`config.mk`:
```
export PLATFORM = sky130hd
export DESIGN_NAME = id_ex_operand_stage
export DESIGN_NICKNAME = d
export VERILOG_FILES = /design/src/rtl/id_ex_operand_stage.sv
export SDC_FILE = /design/constraint.sdc
export NUM_CORES = 1
export LEC_CHECK = 0
export CAP_MARGIN = 20
export CORE_AREA = 2 2 220 222
export DETAILED_ROUTE_END_ITERATION = 10
export DIE_AREA = 0 0 222 224
export SLEW_MARGIN = 40
export SYNTH_ARGS = -nofsm -noshare
export SYNTH_HDL_FRONTEND = slang
export SYNTH_SLANG_ARGS = --single-unit
```
`constraint.sdc`:
```
create_clock -name clk -period 2.35 [get_ports clk]
set_clock_uncertainty 0.05 [all_clocks]
set_input_delay 0.47 -clock clk [delete_from_list [all_inputs] [get_ports clk]]
set_output_delay 0.47 -clock clk [all_outputs]
set_load 0.005 [all_outputs]
```
`src/rtl/id_ex_operand_stage.sv`:
```
`default_nettype none
// ============================================================================
//  Module      : id_ex_operand_stage
//  Description : ID/EX pipeline register in front of the 64-bit ALU.
//                Resolves source operands from the register file, an EX-stage
//                forward or a WB-stage forward. Inserts a one-bubble stall on
//                a load-use hazard. Uses a valid/ready handshake with
//                backpressure and flush.
//  Ports       : clk/rst           - clock, synchronous active-high reset
//                in_*_i            - decoded instruction from decode stage
//                in_ready_o        - instruction accepted this cycle
//                ex_result_i       - ALU result of the instruction held here
//                wb_*_i            - WB-stage register file write port
//                flush_i           - kill held and incoming instructions
//                out_ready_i       - downstream accepts the held instruction
//                out_*_o, alu_*_o  - registered ALU operands and sideband
//  Revision    : 1.0 - initial release
// ============================================================================
module id_ex_operand_stage #(
    parameter int XLEN = 64,
    parameter int RW   = 5
) (
    input  logic            clk,
    input  logic            rst,
    input  logic            in_valid_i,
    output logic            in_ready_o,
    input  logic [RW-1:0]   in_rs1_i,
    input  logic [RW-1:0]   in_rs2_i,
    input  logic            in_rs1_used_i,
    input  logic            in_rs2_used_i,
    input  logic [XLEN-1:0] in_rs1_data_i,
    input  logic [XLEN-1:0] in_rs2_data_i,
    input  logic [XLEN-1:0] in_imm_i,
    input  logic            in_use_imm_i,
    input  logic [3:0]      in_alu_op_i,
    input  logic [RW-1:0]   in_rd_i,
    input  logic            in_reg_write_i,
    input  logic            in_mem_read_i,
    input  logic            in_mem_write_i,
    input  logic [XLEN-1:0] ex_result_i,
    input  logic            wb_valid_i,
    input  logic [RW-1:0]   wb_rd_i,
    input  logic [XLEN-1:0] wb_data_i,
    input  logic            flush_i,
    input  logic            out_ready_i,
    output logic            out_valid_o,
    output logic [XLEN-1:0] alu_a_o,
    output logic [XLEN-1:0] alu_b_o,
    output logic [3:0]      alu_op_o,
    output logic [XLEN-1:0] out_store_data_o,
    output logic [RW-1:0]   out_rd_o,
    output logic            out_reg_write_o,
    output logic            out_mem_read_o,
    output logic            out_mem_write_o
);

    // Output register state
    logic            valid_q, valid_d;
    logic [XLEN-1:0] a_q, a_d;
    logic [XLEN-1:0] b_q, b_d;
    logic [3:0]      op_q, op_d;
    logic [XLEN-1:0] sd_q, sd_d;
    logic [RW-1:0]   rd_q, rd_d;
    logic            rw_q, rw_d;
    logic            mr_q, mr_d;
    logic            mw_q, mw_d;

    logic            w_adv;
    logic            w_hz;
    logic            w_ex_fwd_ok;
    logic [XLEN-1:0] w_fwd_rs1;
    logic [XLEN-1:0] w_fwd_rs2;

    // Operand source selection. x0 always reads as zero and is never
    // forwarded; EX beats WB because it is the younger producer.
    function automatic logic [XLEN-1:0] fwd_sel(
        input logic [RW-1:0]   rs,
        input logic [XLEN-1:0] rf_data,
        input logic            ex_ok,
        input logic [RW-1:0]   ex_rd,
        input logic [XLEN-1:0] ex_data,
        input logic            wb_ok,
        input logic [RW-1:0]   wb_rd,
        input logic [XLEN-1:0] wb_data
    );
        logic [XLEN-1:0] v;
        if (rs == '0) begin
            v = '0;
        end else if (ex_ok && (ex_rd == rs)) begin
            v = ex_data;
        end else if (wb_ok && (wb_rd == rs)) begin
            v = wb_data;
        end else begin
            v = rf_data;
        end
        return v;
    endfunction

    assign w_adv = !valid_q || out_ready_i;

    // A held load's value is not available from the ALU result, so a
    // dependent reader must wait one cycle and pick it up from WB instead.
    assign w_hz = valid_q && mr_q && rw_q && (rd_q != '0) &&
                  ((in_rs1_used_i && (in_rs1_i == rd_q)) ||
                   (in_rs2_used_i && (in_rs2_i == rd_q)));

    assign in_ready_o = flush_i || (w_adv && !w_hz);

    // Only a non-load ALU producer can forward its combinational result.
    assign w_ex_fwd_ok = valid_q && rw_q && !mr_q;

    assign w_fwd_rs1 = fwd_sel(in_rs1_i, in_rs1_data_i, w_ex_fwd_ok, rd_q,
                               ex_result_i, wb_valid_i, wb_rd_i, wb_data_i);
    assign w_fwd_rs2 = fwd_sel(in_rs2_i, in_rs2_data_i, w_ex_fwd_ok, rd_q,
                               ex_result_i, wb_valid_i, wb_rd_i, wb_data_i);

    always_comb begin
        valid_d = valid_q;
        a_d     = a_q;
        b_d     = b_q;
        op_d    = op_q;
        sd_d    = sd_q;
        rd_d    = rd_q;
        rw_d    = rw_q;
        mr_d    = mr_q;
        mw_d    = mw_q;
        if (flush_i) begin
            // Kill only the control side; data fields keep their old value.
            valid_d = 1'b0;
            rw_d    = 1'b0;
            mr_d    = 1'b0;
            mw_d    = 1'b0;
        end else if (w_adv) begin
            if (in_valid_i && !w_hz) begin
                valid_d = 1'b1;
                a_d     = w_fwd_rs1;
                b_d     = in_use_imm_i ? in_imm_i : w_fwd_rs2;
                sd_d    = w_fwd_rs2;
                op_d    = in_alu_op_i;
                rd_d    = in_rd_i;
                rw_d    = in_reg_write_i;
                mr_d    = in_mem_read_i;
                mw_d    = in_mem_write_i;
            end else begin
                valid_d = 1'b0;
                rw_d    = 1'b0;
                mr_d    = 1'b0;
                mw_d    = 1'b0;
            end
        end
    end

    always_ff @(posedge clk) begin
        if (rst) begin
            valid_q <= 1'b0;
            a_q     <= '0;
            b_q     <= '0;
            op_q    <= '0;
            sd_q    <= '0;
            rd_q    <= '0;
            rw_q    <= 1'b0;
            mr_q    <= 1'b0;
            mw_q    <= 1'b0;
        end else begin
            valid_q <= valid_d;
            a_q     <= a_d;
            b_q     <= b_d;
            op_q    <= op_d;
            sd_q    <= sd_d;
            rd_q    <= rd_d;
            rw_q    <= rw_d;
            mr_q    <= mr_d;
            mw_q    <= mw_d;
        end
    end

    assign out_valid_o      = valid_q;
    assign alu_a_o          = a_q;
    assign alu_b_o          = b_q;
    assign alu_op_o         = op_q;
    assign out_store_data_o = sd_q;
    assign out_rd_o         = rd_q;
    assign out_reg_write_o  = rw_q;
    assign out_mem_read_o   = mr_q;
    assign out_mem_write_o  = mw_q;

endmodule
`default_nettype wire

```
==> metrics.yaml <==
status: "finished with violations"
violations: "negative setup slack"
die_w_um: 222
path_clk_slew_ns: 0.06
grt_max_degree: 129
maxCapViolCount: 0
gp_congestion: 0.888
slew_viol_final: 0
routed_wl_um: 66200
antenna_found_initial: 5
first_pass_iters: 7
r2r_slack_ns: 0.02
slowest_stage: "clkdlybuf4s50_1"
num_rows: 80
cts_made_buffers: 26
drtIter0Drc: 1255
grt_pass1_vias: 15011
crit_path_end_kind: "output port"
vias_per_cell: 5.60
drc: 0
seq_area_frac_synth_pct: 32.6
clk_latency_ns: 0.56
syn-num-nets: 1863
hpwl_um: 49600
die_area_um2: 49700
min_period_over_period_pct: 106
nNetsFinal: 2425
cp_max_fo: 2
synthFlopType: "dfxtp_1"
min_from: "rst"
die_h_um: 224
final_util_pct: 44.9
yosysMostFrequentCell: "dfxtp_1"
grt_pass1_wl_um: 96000
grtUsageTotal_pct: 25.1
synth_edf_count: 0
seq_area_um2: 4110
syn_inst: 1507
port_buffers: 561
clockBufferDepth: 3
start_kind: "input port"
path_buf_inv: 2
grt_overflow: 0
num_io_pins: 562
worst_slew_pin_slew_ns: 0.663
synth_top_area_cell: "dfxtp_1"
crit_start: "in_rs2_i[4]"
avgSynthCellArea_um2: 8.35
leakage_nw: 7.43
fin_setup_tns_ns: -0.129
fillers: 4642
hold_class: "in -> reg"
max_freq_mhz: 403
worstReg2RegStart: "out_rd_o[0]$_SDFFE_PP0P_"
cts_tree: "yes"
crit_type: "in -> out"
synth_area_leaders: "dfxtp_1 33%, a221oi_1 8.6%, o211ai_1 7.6%"
vias: 15152
peakVddDrop_mv: 0.360
core_area_um2: 47300
rsz0062_at_grt: "true"
cts.sinks: 205
max_stage_delay_ns: 0.53
pre_cts_ws_ns: -0.574
yosys.area.top_type_share_pct: 32.6
syn_area_um2: 12600
synthToLayoutAreaGrowth_pct: 68.7
drive_gt1_share_pct: 12.2
start_util_pct: 26.6
relSlewSlack_pct: 55.4
cts_root_buf: "clkbuf_16"
arrival_ns: 1.96
crit_chain: "clkdlybuf4s50_1, xnor2_2, nand3_4, o32a_1, o21ai_2, nand2b_1, buf_2"
cts_max_level: 1
cp_top_family: "buffers and inverters"
power.density_nw_per_um2: 520
synth.cells.most_frequent: "205 x dfxtp_1, 132 x clkbuf_1, 129 x inv_1"
routedWlPerCell_um: 24.5
antenna_left: 0
power_w: 0.0110
ys_ff_latch: 205
hold_viol_final: 0
setup_viol: 1
synth-async-reset-ratio_pct: 0
ys_types: 42
setup_slack_ns: -0.129
required_ns: 1.83
multi_input_area_um2: 7520
ys.warnings.count: 0
min_period_ns: 2.48
==> placed cells by master (no fill, tap or decap), drive strengths merged, types with 3 or more instances in the layout <==
cell type | synthesis | final
nor2 | 70 | 70
a211oi | 64 | 64
o21a | 64 | 64
clkinv | 0 | 6
or3 | 64 | 64
dfxtp | 205 | 205
clkdlybuf4s50 | 0 | 557
nand2b | 84 | 84
o32ai | 65 | 65
clkbuf | 132 | 37
buf | 47 | 155
nand3 | 69 | 69
a21oi | 8 | 8
nand2 | 5 | 5
o22ai | 64 | 64
diode | 0 | 3
o21ai | 4 | 4
mux2i | 73 | 73
xnor2 | 20 | 20
a221oi | 128 | 128
a21boi | 64 | 64
o211ai | 128 | 128
o2111ai | 4 | 4
bufinv | 0 | 3
inv | 129 | 130
==> worst register-to-register path, stage by stage (launching register included) <==
cell	delay, ns
dfxtp_2	0.35
or4_4	0.57
buf_4	0.15
o2111a_4	0.36
buf_12	0.22
a221oi_1	0.39
a221oi_1	0.12
==> worst paths after layout <==
| kind | to | cells after the start |
|---|---|---|
| setup reg to reg | alu_b_o[15]$_SDFFE_PP0P_ | 6 |
| hold reg to reg | alu_a_o[59]$_SDFFE_PP0P_ | 2 |
| setup / recovery | in_ready_o | 7 |
| hold / removal | alu_b_o[3]$_SDFFE_PP0P_ | 2 |
==> registers in the layout (all words and copies together) (netlist names) <==
register / cells
out_rd_o: 5
alu_op_o: 4
out_valid_o: 1
alu_a_o: 64
out_mem_write_o: 1
out_reg_write_o: 1
out_store_data_o: 64
out_mem_read_o: 1
alu_b_o: 64
==> routing by layer <==
layer,wire [µm],vias to the layer above,global-route usage (%)
met5,22,-,0
met4,2370,4,8.76
met3,5300,137,5.94
met2,31800,826,43.4
met1,26600,7301,30.6
li1,-,6884,-
==> cells by family after synthesis <==
kind of cell           synth area share [%]
AO/OA/AOI/OAI                          37.2
buffers and inverters                  9.91
AND/OR/NAND/NOR                        13.1
flip-flops                             32.6
multiplexers                           5.81
XOR/XNOR                               1.39
==> what timing repair did <==
item,in CTS,in global routing
hold buffers,0,0
gates resized for setup,18,20
setup endpoints to repair,4,84
pin swaps,2,5
buffers inserted,0,2
gates cloned,0,1
==> per-stage QoR <==
step / cells / cell area (µm²) / hold WS (ns)
after global placement: 2653 / 20100 / 0.394
after global routing: 2706 / 21200 / 0.254
final: 2706 / 21200 / 0.269
after CTS: 2700 / 21100 / 0.236
after detailed placement: 2653 / 20100 / 0.396
after floorplan: 1507 / 12600 / 0.400
==> power by group <==
part	leakage [nW]	total, W	internal, W	switching, W
sequential	1.68	0.00382	0.00368	0.000133
combinational	5.28	0.00280	0.00155	0.00125
clock	0.462	0.00442	0.00266	0.00176
==> area by class of cell <==
class | instances | area share (%)
multi-input combinational | 994 | 35.4
timing repair buffer | 713 | 34.9
sequential | 205 | 19.4
clock buffer | 36 | 3.72
tap | 615 | 3.62
inverter | 129 | 2.28
clock inverter | 11 | 0.642
antenna | 3 | 0.0353
Power figures use the tool's default switching activity.
